===== src/rtl/chacha_pkg.sv =====
// chacha_pkg
// Shared definitions for the ChaCha quarter-round sequencer and its
// single-step datapath:
//   - FSM state encoding (IDLE, AD0, BC0, AD1, BC1, DONE)
//   - one-hot step op encoding (ad0/bc0/ad1/bc1)
//   - per-step rotate-left amounts 16/12/8/7
//   - rol32 helper (32-bit rotate-left by a 5-bit amount)
package chacha_pkg;

  localparam logic [2:0] ST_IDLE = 3'd0;
  localparam logic [2:0] ST_AD0  = 3'd1;
  localparam logic [2:0] ST_BC0  = 3'd2;
  localparam logic [2:0] ST_AD1  = 3'd3;
  localparam logic [2:0] ST_BC1  = 3'd4;
  localparam logic [2:0] ST_DONE = 3'd5;

  localparam logic [3:0] OP_AD0 = 4'b0001;
  localparam logic [3:0] OP_BC0 = 4'b0010;
  localparam logic [3:0] OP_AD1 = 4'b0100;
  localparam logic [3:0] OP_BC1 = 4'b1000;

  localparam logic [4:0] ROT_AD0 = 5'd16;
  localparam logic [4:0] ROT_BC0 = 5'd12;
  localparam logic [4:0] ROT_AD1 = 5'd8;
  localparam logic [4:0] ROT_BC1 = 5'd7;

  // A zero amount shifts right by 32, which yields 0, so the result is x.
  function automatic logic [31:0] rol32(input logic [31:0] x, input logic [4:0] n);
    return (x << n) | (x >> (6'd32 - {1'b0, n}));
  endfunction

endpackage


===== src/rtl/chacha_qr_dp.sv =====
// chacha_qr_dp
// Combinational single-step ChaCha add/xor/rotate datapath.
// Ports:
//   rs1 [63:0] in  : {a, d}
//   rs2 [63:0] in  : {b, c}
//   op  [3:0]  in  : one-hot step select (OP_AD0/OP_BC0/OP_AD1/OP_BC1)
//   rd  [63:0] out : ad steps -> {new a, new d}; bc steps -> {new b, new c}
module chacha_qr_dp
  import chacha_pkg::*;
(
  input  logic [63:0] rs1,
  input  logic [63:0] rs2,
  input  logic [3:0]  op,
  output logic [63:0] rd
);

  logic        is_ad;
  logic [4:0]  rot;
  logic [31:0] sum;

  always_comb begin
    rot = ROT_BC1;
    case (op)
      OP_AD0:  rot = ROT_AD0;
      OP_BC0:  rot = ROT_BC0;
      OP_AD1:  rot = ROT_AD1;
      OP_BC1:  rot = ROT_BC1;
      default: rot = ROT_BC1;
    endcase
  end

  assign is_ad = (op == OP_AD0) || (op == OP_AD1);

  // ad steps add a+b (upper halves); bc steps add c+d (lower halves).
  assign sum = is_ad ? (rs1[63:32] + rs2[63:32]) : (rs1[31:0] + rs2[31:0]);

  // The sum goes to a (ad) or c (bc); the rotated xor goes to d (ad) or b (bc).
  assign rd = is_ad ? {sum, rol32(sum ^ rs1[31:0], rot)}
                    : {rol32(sum ^ rs2[63:32], rot), sum};

endmodule


===== src/rtl/chacha_qr_seq.sv =====
// chacha_qr_seq
// Runs one ChaCha quarter-round on words a,b,c,d by stepping a shared
// add/xor/rotate datapath through ad0 -> bc0 -> ad1 -> bc1.
// Ports:
//   g_clk, g_resetn            : clock, async active-low reset
//   req_valid/req_ready        : request handshake, req_a..req_d input words
//   rsp_valid/rsp_ready        : response handshake, rsp_a..rsp_d result words
//   busy                       : high whenever not IDLE
//   req_iter [3:0]             : extra quarter-round repetitions
//                                (only when CHACHA_QR_ITER_EN is defined)
// Optional feature macro: CHACHA_QR_ITER_EN
module chacha_qr_seq
  import chacha_pkg::*;
(
  input  logic        g_clk,
  input  logic        g_resetn,
  input  logic        req_valid,
  output logic        req_ready,
  input  logic [31:0] req_a,
  input  logic [31:0] req_b,
  input  logic [31:0] req_c,
  input  logic [31:0] req_d,
  output logic        rsp_valid,
  input  logic        rsp_ready,
  output logic [31:0] rsp_a,
  output logic [31:0] rsp_b,
  output logic [31:0] rsp_c,
  output logic [31:0] rsp_d,
  output logic        busy
`ifdef CHACHA_QR_ITER_EN
  ,
  input  logic [3:0]  req_iter
`endif
);

  logic [2:0]  state;
  logic [31:0] a, b, c, d;
  logic [3:0]  op;
  logic [63:0] rd;
  logic        accept;
  logic        repeat_qr;

  assign req_ready = (state == ST_IDLE) || ((state == ST_DONE) && rsp_ready);
  assign rsp_valid = (state == ST_DONE);
  assign busy      = (state != ST_IDLE);
  assign accept    = req_valid && req_ready;

  assign rsp_a = a;
  assign rsp_b = b;
  assign rsp_c = c;
  assign rsp_d = d;

  always_comb begin
    op = 4'b0000;
    case (state)
      ST_AD0:  op = OP_AD0;
      ST_BC0:  op = OP_BC0;
      ST_AD1:  op = OP_AD1;
      ST_BC1:  op = OP_BC1;
      default: op = 4'b0000;
    endcase
  end

  chacha_qr_dp u_dp (
    .rs1 ({a, d}),
    .rs2 ({b, c}),
    .op  (op),
    .rd  (rd)
  );

`ifdef CHACHA_QR_ITER_EN
  logic [3:0] iter_cnt;

  // Remaining extra passes; loaded on accept, consumed at the end of each BC1.
  always_ff @(posedge g_clk or negedge g_resetn) begin
    if (!g_resetn) begin
      iter_cnt <= 4'd0;
    end else if (accept) begin
      iter_cnt <= req_iter;
    end else if ((state == ST_BC1) && (iter_cnt != 4'd0)) begin
      iter_cnt <= iter_cnt - 4'd1;
    end
  end

  assign repeat_qr = (iter_cnt != 4'd0);
`else
  assign repeat_qr = 1'b0;
`endif

  // DONE with rsp_ready and req_valid reloads directly, giving 5-cycle throughput.
  always_ff @(posedge g_clk or negedge g_resetn) begin
    if (!g_resetn) begin
      state <= ST_IDLE;
      a     <= 32'd0;
      b     <= 32'd0;
      c     <= 32'd0;
      d     <= 32'd0;
    end else begin
      case (state)
        ST_IDLE: begin
          if (accept) begin
            a     <= req_a;
            b     <= req_b;
            c     <= req_c;
            d     <= req_d;
            state <= ST_AD0;
          end
        end
        ST_AD0: begin
          a     <= rd[63:32];
          d     <= rd[31:0];
          state <= ST_BC0;
        end
        ST_BC0: begin
          b     <= rd[63:32];
          c     <= rd[31:0];
          state <= ST_AD1;
        end
        ST_AD1: begin
          a     <= rd[63:32];
          d     <= rd[31:0];
          state <= ST_BC1;
        end
        ST_BC1: begin
          b     <= rd[63:32];
          c     <= rd[31:0];
          state <= repeat_qr ? ST_AD0 : ST_DONE;
        end
        ST_DONE: begin
          if (rsp_ready) begin
            if (req_valid) begin
              a     <= req_a;
              b     <= req_b;
              c     <= req_c;
              d     <= req_d;
              state <= ST_AD0;
            end else begin
              state <= ST_IDLE;
            end
          end
        end
        default: state <= ST_IDLE;
      endcase
    end
  end

endmodule


===== config.mk =====
export PLATFORM = sky130hd
export DESIGN_NAME = chacha_qr_seq
export DESIGN_NICKNAME = d
export VERILOG_FILES = /design/src/rtl/chacha_pkg.sv /design/src/rtl/chacha_qr_dp.sv /design/src/rtl/chacha_qr_seq.sv
export SDC_FILE = /design/constraint.sdc
export NUM_CORES = 1
export LEC_CHECK = 0
export BUFFER_PORTS_ARGS = -buffer_cell sky130_fd_sc_hd__buf_2
export CAP_MARGIN = 30
export CORE_MARGIN = 5
export CORE_UTILIZATION = 50
export DETAILED_ROUTE_END_ITERATION = 7
export GPL_ROUTABILITY_DRIVEN = 1
export PLACE_DENSITY = 0.78
export SYNTH_ARGS = -nofsm -noshare
export SYNTH_HDL_FRONTEND = slang
export SYNTH_HIERARCHICAL = 1
export SYNTH_SLANG_ARGS = --single-unit

===== constraint.sdc =====
create_clock -name g_clk -period 7.4 [get_ports g_clk]
set_input_delay 2.22 -clock g_clk [delete_from_list [all_inputs] [get_ports g_clk]]
set_output_delay 2.22 -clock g_clk [all_outputs]
set_load 0.03 [all_outputs]

* Yosys cells after proc, flatten, opt, wreduce, memory -nomap -nowiden
Cells that the tools add are included. W data, S select, Z words.
Operators by class: add/subtract/negate cells 3, multiply operators 0, div/mod/pow operators 0, $lt $le $gt $ge 0, equality and inequality tests 11, shift-type cells 4, muxes and demuxes 24, bitwise gates (word level) 4, reduce and logical (&&, ||, !) cells 13
Operator list (number):
- $mux W32 | 13
- $pmux W32 S3 | 4
- $add A32 B32 Y32 | 2
- $mux W64 | 1
- $or A32 B32 Y32 | 2
- $shl A32 B5 Y32 | 2
- $shr A32 B6 Y32 | 2
- $xor A32 B32 Y32 | 2
- $pmux W3 S6 | 1
- $pmux W4 S4 | 1
- $pmux W5 S3 | 1
- $reduce_bool A3 Y1 | 3
- $reduce_and A4 Y1 | 2
- $eq A3 B2 Y1 const B | 2
- $eq A3 B3 Y1 const B | 2
- $mux W3 | 2
- $sub A6 B5 Y6 const A | 1
- $eq A4 B1 Y1 const B | 1
- $eq A4 B2 Y1 const B | 1
- $eq A4 B3 Y1 const B | 1
- $ne A2 B2 Y1 const B | 2
- $reduce_or A2 Y1 | 2
- $eq A3 B1 Y1 const B | 1
- $logic_not A3 Y1 | 1
- 5 further kinds | 7
Word-level totals: bits in registers 131, bits in latches 0, memory bits (writable) 0, memory bits (read-only) 0, output and inout bits 131, memories 0

* Logic depth before layout (Yosys ltp)
Gate-level depths: netlist of the first run.
depth in word-level cells 10, gate-level depth with buffers 24, gate-level depth less buffers 16

* Cells and area by module
Netlist of the first run, hierarchy kept.
By module, submodules not included:
- chacha_qr_dp | times used 1, cells an instance 1240, area each 8169.1 µm²
- chacha_qr_seq | times used 1, cells an instance 613, area each 6675.2 µm²

* Worst setup path after synthesis of the first run
Ideal clock, no wire load.
kind register to register, start point register state[0], end point register a[3] (netlist: rsp_a[3]), setup time 0.125 ns, data arrival time 5.226 ns, required time 7.275 ns, path slack 2.050 ns, stages on the path, launching flop included 24, path buffers 10, clock period less this slack 5.350 ns, cells stage by stage dfrtp_1 > buf_2 > nor2b_1 > buf_2 > clkbuf_1 > and2_1 > clkbuf_1 > nor2b_1 > o21ai_1 > buf_2 > inv_2 > buf_2 > buf_2 > buf_1 > buf_1 > ha_1 > xnor2_1 > nand2_1 > nor2_1 > clkbuf_1 > a31oi_1 > and3_1 > mux2_2 > mux2_2
On the way: cells in the longest elaborated chain, start to end 10, elaborated cells on any way between the ends 29, classes of those cells 1 x add/sub; 11 x eq/ne; 2 x shift; 5 x mux; 2 x bitwise; 8 x reduce/logical
Ends and longest elaborated chain:
- start: declaration | RTL line chacha_qr_seq.sv:36 | logic [2:0] state;
- start signal: assignment | RTL line chacha_qr_seq.sv:127 | state <= repeat_qr ? ST_AD0 : ST_DONE;
- $eq A3 B3 Y1, or another cell as far along | RTL line chacha_qr_seq.sv:55 | case (state)
- $pmux W4 S4 * | RTL line chacha_qr_seq.sv:55
- via op[2] | RTL line chacha_qr_seq.sv:38 | logic [3:0] op;
- branches (longest 6 deep; another with $sub A6 B5 Y6)
- $mux W64 * | RTL line chacha_qr_dp.sv:38 | assign rd = is_ad ? {sum, rol32(sum ^ rs1[31:0], rot)}
- via rd[35] | RTL line chacha_qr_seq.sv:39 | logic [63:0] rd;
- $pmux W32 S3 * | RTL line chacha_qr_seq.sv:99 | case (state)
- end signal: assignment | RTL line chacha_qr_seq.sv:102 | a <= req_a;
- end signal: assignment | RTL line chacha_qr_seq.sv:110 | a <= rd[63:32];
- end signal: assignment | RTL line chacha_qr_seq.sv:120 | a <= rd[63:32];
- end: declaration | RTL line chacha_qr_seq.sv:37 | logic [31:0] a, b, c, d;
Mark *: on every way through the listed nets, which the timed path passes. A chain may end at the register's enable or synchronous reset.

* Final worst setup path of the first run
start point register state[0], end point register d[29] (netlist: rsp_d[29])
On the way: cells in the longest elaborated chain, start to end 10, elaborated cells on any way between the ends 29, classes of those cells 1 x add/sub; 11 x eq/ne; 2 x shift; 5 x mux; 2 x bitwise; 8 x reduce/logical
Ends and longest elaborated chain:
- $eq A3 B3 Y1, or another cell as far along | RTL line chacha_qr_seq.sv:55
- $pmux W4 S4 * | RTL line chacha_qr_seq.sv:55
- via op[3] | RTL line chacha_qr_seq.sv:38
- branches (longest 6 deep; another with $sub A6 B5 Y6)
- $mux W64 * | RTL line chacha_qr_dp.sv:38
- via rd[29] | RTL line chacha_qr_seq.sv:39
- $pmux W32 S3 * | RTL line chacha_qr_seq.sv:99
- end signal: assignment | RTL line chacha_qr_seq.sv:105 | d <= req_d;
- end signal: assignment | RTL line chacha_qr_seq.sv:111 | d <= rd[31:0];
- end signal: assignment | RTL line chacha_qr_seq.sv:121 | d <= rd[31:0];
- end: declaration | RTL line chacha_qr_seq.sv:37
Marked as above.

==> flow_metrics.tcl, run 1 <==
set metrics [dict create \
    grt_remaining_overflow 0 \
    root_buffer "clkbuf_16" \
    min_path_type "reg -> reg" \
    ys_types 100 \
    fmax_ghz 0.185 \
    htree_levels 4 \
    wl_met3_um 7420 \
    synth_flop_cell "dfrtp_1" \
    run_status "finished, final reports clean" \
    clock_skew_ns 0.0112 \
    path_class "reg -> reg" \
    setup_viol 0 \
    drt_pass1_iterations 6 \
    final_cells 2435 \
    syn_inst 1853 \
    post_cts_resized 0 \
    drt-wirelength-per-cell_um 28.9 \
    fp.dieW_um 182 \
    yosys.area_share.simple_pct 16.3 \
    numPortBuffers 262 \
    setup_tns_ns 0 \
    hold_viol_final 0 \
    cap_violations 0 \
    clock_sinks 131 \
    synth_edf_count 0 \
    yosys_warnings 6 \
    timing.rr.end "rsp_d[29]$_DFFE_PN0P_" \
    via_per_inst 7.01 \
    place_area_mm2 0.0164 \
    relSlewSlack_pct 32.5 \
    ant_nets 0 \
    vias 17100 \
    maxSlewViolCount 0 \
    whs_ns 0.542 \
    synth_top_area_share_pct 22.1 \
    fin_area_mm2 0.0170 \
    ios 263 \
    die_area_mm2 0.0332 \
    r2r_cells 13 \
    final_nets 2230 \
    initial_utilization_pct 50.4 \
    syn_to_final_growth_pct 14.5 \
    crit_fanout 40 \
    grt_pass1_wl_um 105000 \
    clock_latency_ns 0.46 \
    ys_top_cells_by_area "dfrtp_1 (22%), mux2_2 (9.8%), a31oi_1 (6.2%), xnor2_1 (5.5%), ha_1 (5.3%)" \
    synth-async-reset-ratio_pct 100 \
    dr_wl_met2_um 30900 \
    drt_iter0_drc 2579 \
    drt-met1-wl_um 29100 \
    first_global_vias 16300 \
    period_share_pct 72.9 \
    cts_setup_buffers 0 \
    drcViolationCount 0 \
    dp_hpwl_um 53000 \
    ys_seq_elements 131 \
    synth.net_count 2050 \
    required_ns 7.74 \
    numCtsBuffers 17 \
    grt_usage_pct 41.0 \
    synth_top_family_by_area "compound AO/OA/AOI/OAI gates" \
    die_y_um 182 \
    fillCellCount 2693 \
    syn_area_mm2 0.0148 \
    syn_avg_cell_area_um2 8.01 \
    clkSlewWorstSetupHoldPaths_ns 0.06 \
    grt_setup_unrepaired "no" \
    cts_hold_buf 0 \
    top_layer "met4" \
    critPathLaunchType "register" \
    synth_fa_ha_area_share_pct 5.58 \
    synth_area_leader_cell "dfrtp_1" \
    antenna_found_initial 0 \
    yosys.area_share.xor_xnor_pct 11.0 \
    gp_congestion 1.02 \
    r2r_slack_ns 2.01 \
    grt_max_degree 101 \
    placementRows 63 \
    layout-drive-gt1-share_pct 25.0 \
    design.core.area_mm2 0.0295 \
    diodes 0 \
    cp-endpoint "rsp_d[29]$_DFFE_PN0P_" \
    crit_start "state[0]$_DFFE_PN0P_" \
    dp_cells 2404 \
    synthMuxAreaShare_pct 11.2 \
    fin_crit_ns 5.39 \
    cts_tree "done" \
    synth_compound_area_share_pct 29.1 \
    arrival_ns 5.73 \
    tightest_slew_ns 1.00 \
    cp-end-kind "register" \
    rr_startpoint "state[0]$_DFFE_PN0P_" \
    cts_buffer_depth 2 \
    synth-seq-area-share_pct 22.1 \
    wl_um 70400 \
]
per-layer routing:
layer	vias up	GRT usage [%]
li1	7335	-
met1	8298	57.4
met2	1255	62.1
met3	182	8.47
met4	0	16.0
met5	-	0
critical path, cell delays in order (launching register included):
cell and delay (ns):
dfrtp_2 0.84, buf_4 0.48, inv_2 0.06, and2_1 0.19
nand2b_1 0.26, or3_2 0.80, buf_4 0.36, nor3_1 0.48
nor3_1 0.17, o211a_1 0.18, a2111oi_0 0.60, a21oi_1 0.26
mux2_2 0.30, mux2_2 0.25
synth_stat cells (13+ instances only):
master,count
a31oi_1,146
o21ai_0,142
nand2_1,141
a21oi_1,138
nor2_1,138
dfrtp_1,131
mux2_2,129
xnor2_1,94
nand3_1,90
clkbuf_1,89
ha_1,63
xor2_1,60
buf_2,26
nor3_1,26
a21o_1,23
inv_1,22
and2_1,19
a211oi_1,18
mux2i_1,18
and3_1,17
o211ai_1,16
buf_1,15
nand2b_1,14
a22oi_1,13
nor2b_1,13
cells in the final DEF (no fill, tap or decap), types with 21 or more instances in the layout:
master | netlist | layout
a31oi_1 | 146 | 146
nor2_1 | 138 | 136
o21ai_0 | 142 | 142
ha_1 | 63 | 63
dfrtp_1 | 131 | 130
inv_1 | 22 | 21
a21oi_1 | 138 | 138
nand3_1 | 90 | 90
buf_2 | 26 | 261
xor2_1 | 60 | 60
a21o_1 | 23 | 23
nand2_1 | 141 | 141
mux2_2 | 129 | 129
buf_4 | 4 | 37
xnor2_1 | 94 | 93
nor3_1 | 26 | 26
sequential cells by signal, indices dropped and copies added, names as in the netlist:
| register | count |
|---|---|
| state | 3 |
| rsp_d | 32 |
| rsp_a | 32 |
| rsp_b | 32 |
| rsp_c | 32 |
stage by stage:
step / setup WS, ns / util, %
after floorplan: 2.05 / -
after global placement: 2.29 / 55.7
after detailed placement: 2.23 / 55.7
after CTS: 2.21 / 57.7
after global routing: 1.76 / 57.7
final: 2.01 / 57.7
worst min path at each step:
stage,start,endpoint,slack (ns),cells after the start
6_report,rsp_a[29]$_DFFE_PN0P_,rsp_a[29]$_DFFE_PN0P_,0.54,1
5_1_grt,rsp_a[27]$_DFFE_PN0P_,rsp_a[27]$_DFFE_PN0P_,0.57,1
4_1_cts,rsp_a[29]$_DFFE_PN0P_,rsp_a[29]$_DFFE_PN0P_,0.55,1
3_5_place_dp,rsp_a[24]$_DFFE_PN0P_,rsp_a[24]$_DFFE_PN0P_,0.54,1
3_3_place_gp,rsp_a[25]$_DFFE_PN0P_,rsp_a[25]$_DFFE_PN0P_,0.52,1
2_1_floorplan,state[2]$_DFFE_PN0P_,state[1]$_DFFE_PN0P_,0.55,2
cell families (layout without fill, tap and decap cells):
family	after synthesis	after routing
DFF	131	131
buffers and inverters	162	354
and+or+nand+nor	514	514
xor gates and xnor gates	168	168
AOI/OAI and AO/OA	663	663
muxes	150	150
adders and majority gates	65	65
area by class of cell:
cell class                 count  area, um2  area share [%]
multi-input combinational   1560      10900            64.4
inverter                      23       86.3           0.508
tap                          390        488            2.87
clock inverter                 8        101           0.596
clock buffer                  23        488            2.87
timing repair buffer         300       1620            9.50
sequential                   131       3280            19.3
Power of run 1 is left out: the tool's default activity adds up to more than one toggle a clock period on the data nets, which glitch-free logic cannot reach.
==> run 2: changes to the inputs <==
Clock period 7.4 ns to 5 ns, I/O delays scaled along.
==> flow_metrics.tcl, run 2 (same netlist as run 1, synthesis figures left out) <==
set metrics [dict create \
    root_buffer "clkbuf_16" \
    ant_nets 0 \
    numCtsBuffers 17 \
    die_y_um 182 \
    final_cells 2487 \
    grtUsageMet3_pct 8.57 \
    placementRows 63 \
    crit_top_cell "mux2_2" \
    relSlewSlack_pct 25.5 \
    gp_congestion 1.09 \
    first_global_vias 16200 \
    grt_most_used_layer "met2" \
    drcViolationCount 0 \
    fmax_ghz 0.203 \
    tightest_slew_ns 1.11 \
    regArea_mm2 0.00328 \
    path_class "reg -> reg" \
    grt_setup_unrepaired "no" \
    final_common_cell "buf_2" \
    min_path_type "reg -> reg" \
    antenna_found_initial 0 \
    use_met1_pct 59.4 \
    syn_to_final_growth_pct 17.7 \
    cts_buffer_depth 2 \
    crit_fanout 69 \
    drt_pass1_iterations 5 \
    numPortBuffers 262 \
    fillCellCount 2715 \
    cp_slowest_cell "a2111oi_0" \
    max_stage_delay_ns 0.65 \
    wl_um 72200 \
    via_per_inst 6.95 \
    cp-end-kind "register" \
    cts_tree "done" \
    run_status "finished, final reports clean" \
    layout-drive-gt1-share_pct 27.0 \
    grt_max_degree 71 \
    drt_iter0_drc 2416 \
    dp_cells 2454 \
    period_share_pct 98.5 \
    vias 17300 \
    arrival_ns 5.28 \
    clock_sinks 131 \
    dp_hpwl_um 53900 \
    crit_path_cell_trace "nor2b_1, and2_1, nor2_2, o21ai_4, buf_12, nor3_1, a21oi_2, xnor2_1, o211a_1, a2111oi_0, a21oi_1, mux2_2, mux2_2" \
    fp.dieW_um 182 \
    cts_hold_buf 0 \
    clkSlewWorstSetupHoldPaths_ns 0.07 \
    grt_pass1_wl_um 106000 \
    clock_latency_ns 0.47 \
    hold_viol_final 0 \
    grt_usage_pct 41.7 \
    grt_remaining_overflow 0 \
    place_area_mm2 0.0169 \
    critPathLaunchType "register" \
    setup_tns_ns 0 \
    htree_levels 4 \
    grtUsageMet2_pct 62.0 \
    cap_violations 0 \
    fin_crit_ns 4.92 \
    fin_area_mm2 0.0175 \
    multiInputGateArea_mm2 0.0110 \
    mostFrequentLayoutCells "buf_2 (262), a31oi_1 (146), o21ai_0 (142), nand2_1 (141), a21oi_1 (137)" \
    drt-wirelength-per-cell_um 29.0 \
    initial_utilization_pct 50.4 \
    setup_viol 0 \
    diodes 0 \
    ios 263 \
    maxSlewViolCount 0 \
    clock_skew_ns 0.0128 \
    required_ns 5.35 \
    design.core.area_mm2 0.0295 \
    final_nets 2281 \
    die_area_mm2 0.0332 \
]
## run 2: worst paths after layout
check | startpoint | endpoint | slack (ns) | cells after the start
min in group asynchronous | g_resetn | rsp_b[6]$_DFFE_PN0P_ | 1.01 | 1
min | rsp_a[4]$_DFFE_PN0P_ | rsp_a[4]$_DFFE_PN0P_ | 0.54 | 1
max | state[2]$_DFFE_PN0P_ | rsp_d[29]$_DFFE_PN0P_ | 0.08 | 13
min reg2reg | rsp_a[4]$_DFFE_PN0P_ | rsp_a[4]$_DFFE_PN0P_ | 0.54 | 1
max reg2reg | state[2]$_DFFE_PN0P_ | rsp_d[29]$_DFFE_PN0P_ | 0.08 | 13
max in group asynchronous | g_resetn | rsp_c[23]$_DFFE_PN0P_ | 3.12 | 2
## run 2: layout make-up
| class | instances | share of cell area (%) |
|---|---|---|
| repair buffers | 351 | 11.8 |
| flip-flops and latches | 131 | 18.8 |
| inverters | 23 | 0.494 |
| well taps | 390 | 2.79 |
| multi-input cells | 1560 | 62.8 |
| clock inverters | 7 | 0.559 |
| clock buffers | 25 | 2.84 |
## run 2: metal layers
metal / share of wire (%) / vias to the layer above
met5: 0 / -
met4: 4.3 / 0
met3: 10 / 188
met2: 43 / 1269
met1: 42 / 8378
li1: - / 7443
## run 2: timing repair
| item | CTS | global route |
|---|---|---|
| resized for setup | 0 | 5 |
| setup buffers | 0 | 0 |
| endpoints found under the setup margin | 0 | 6 |
## run 2: through the flow
stage	hold slack, ns	utilization, %	setup slack [ns]
finish	0.543	59.3	0.0759
global route	0.562	59.3	0.00996
CTS	0.543	59.2	0.147
detailed placement	0.526	57.2	0.175
global placement	0.516	57.2	0.128
floorplan	0.546	-	0.0308
## run 2: critical path: cells and delay by family, from the launching register on
family                 cells  cell delay, ns
AO/OA/AOI/OAI              5            1.49
flip-flops                 1            0.60
AND/OR/NAND/NOR            4            1.49
buffers and inverters      1            0.27
multiplexers               2            0.58
XOR/XNOR                   1            0.37
Power of run 2 is left out for the same reason.
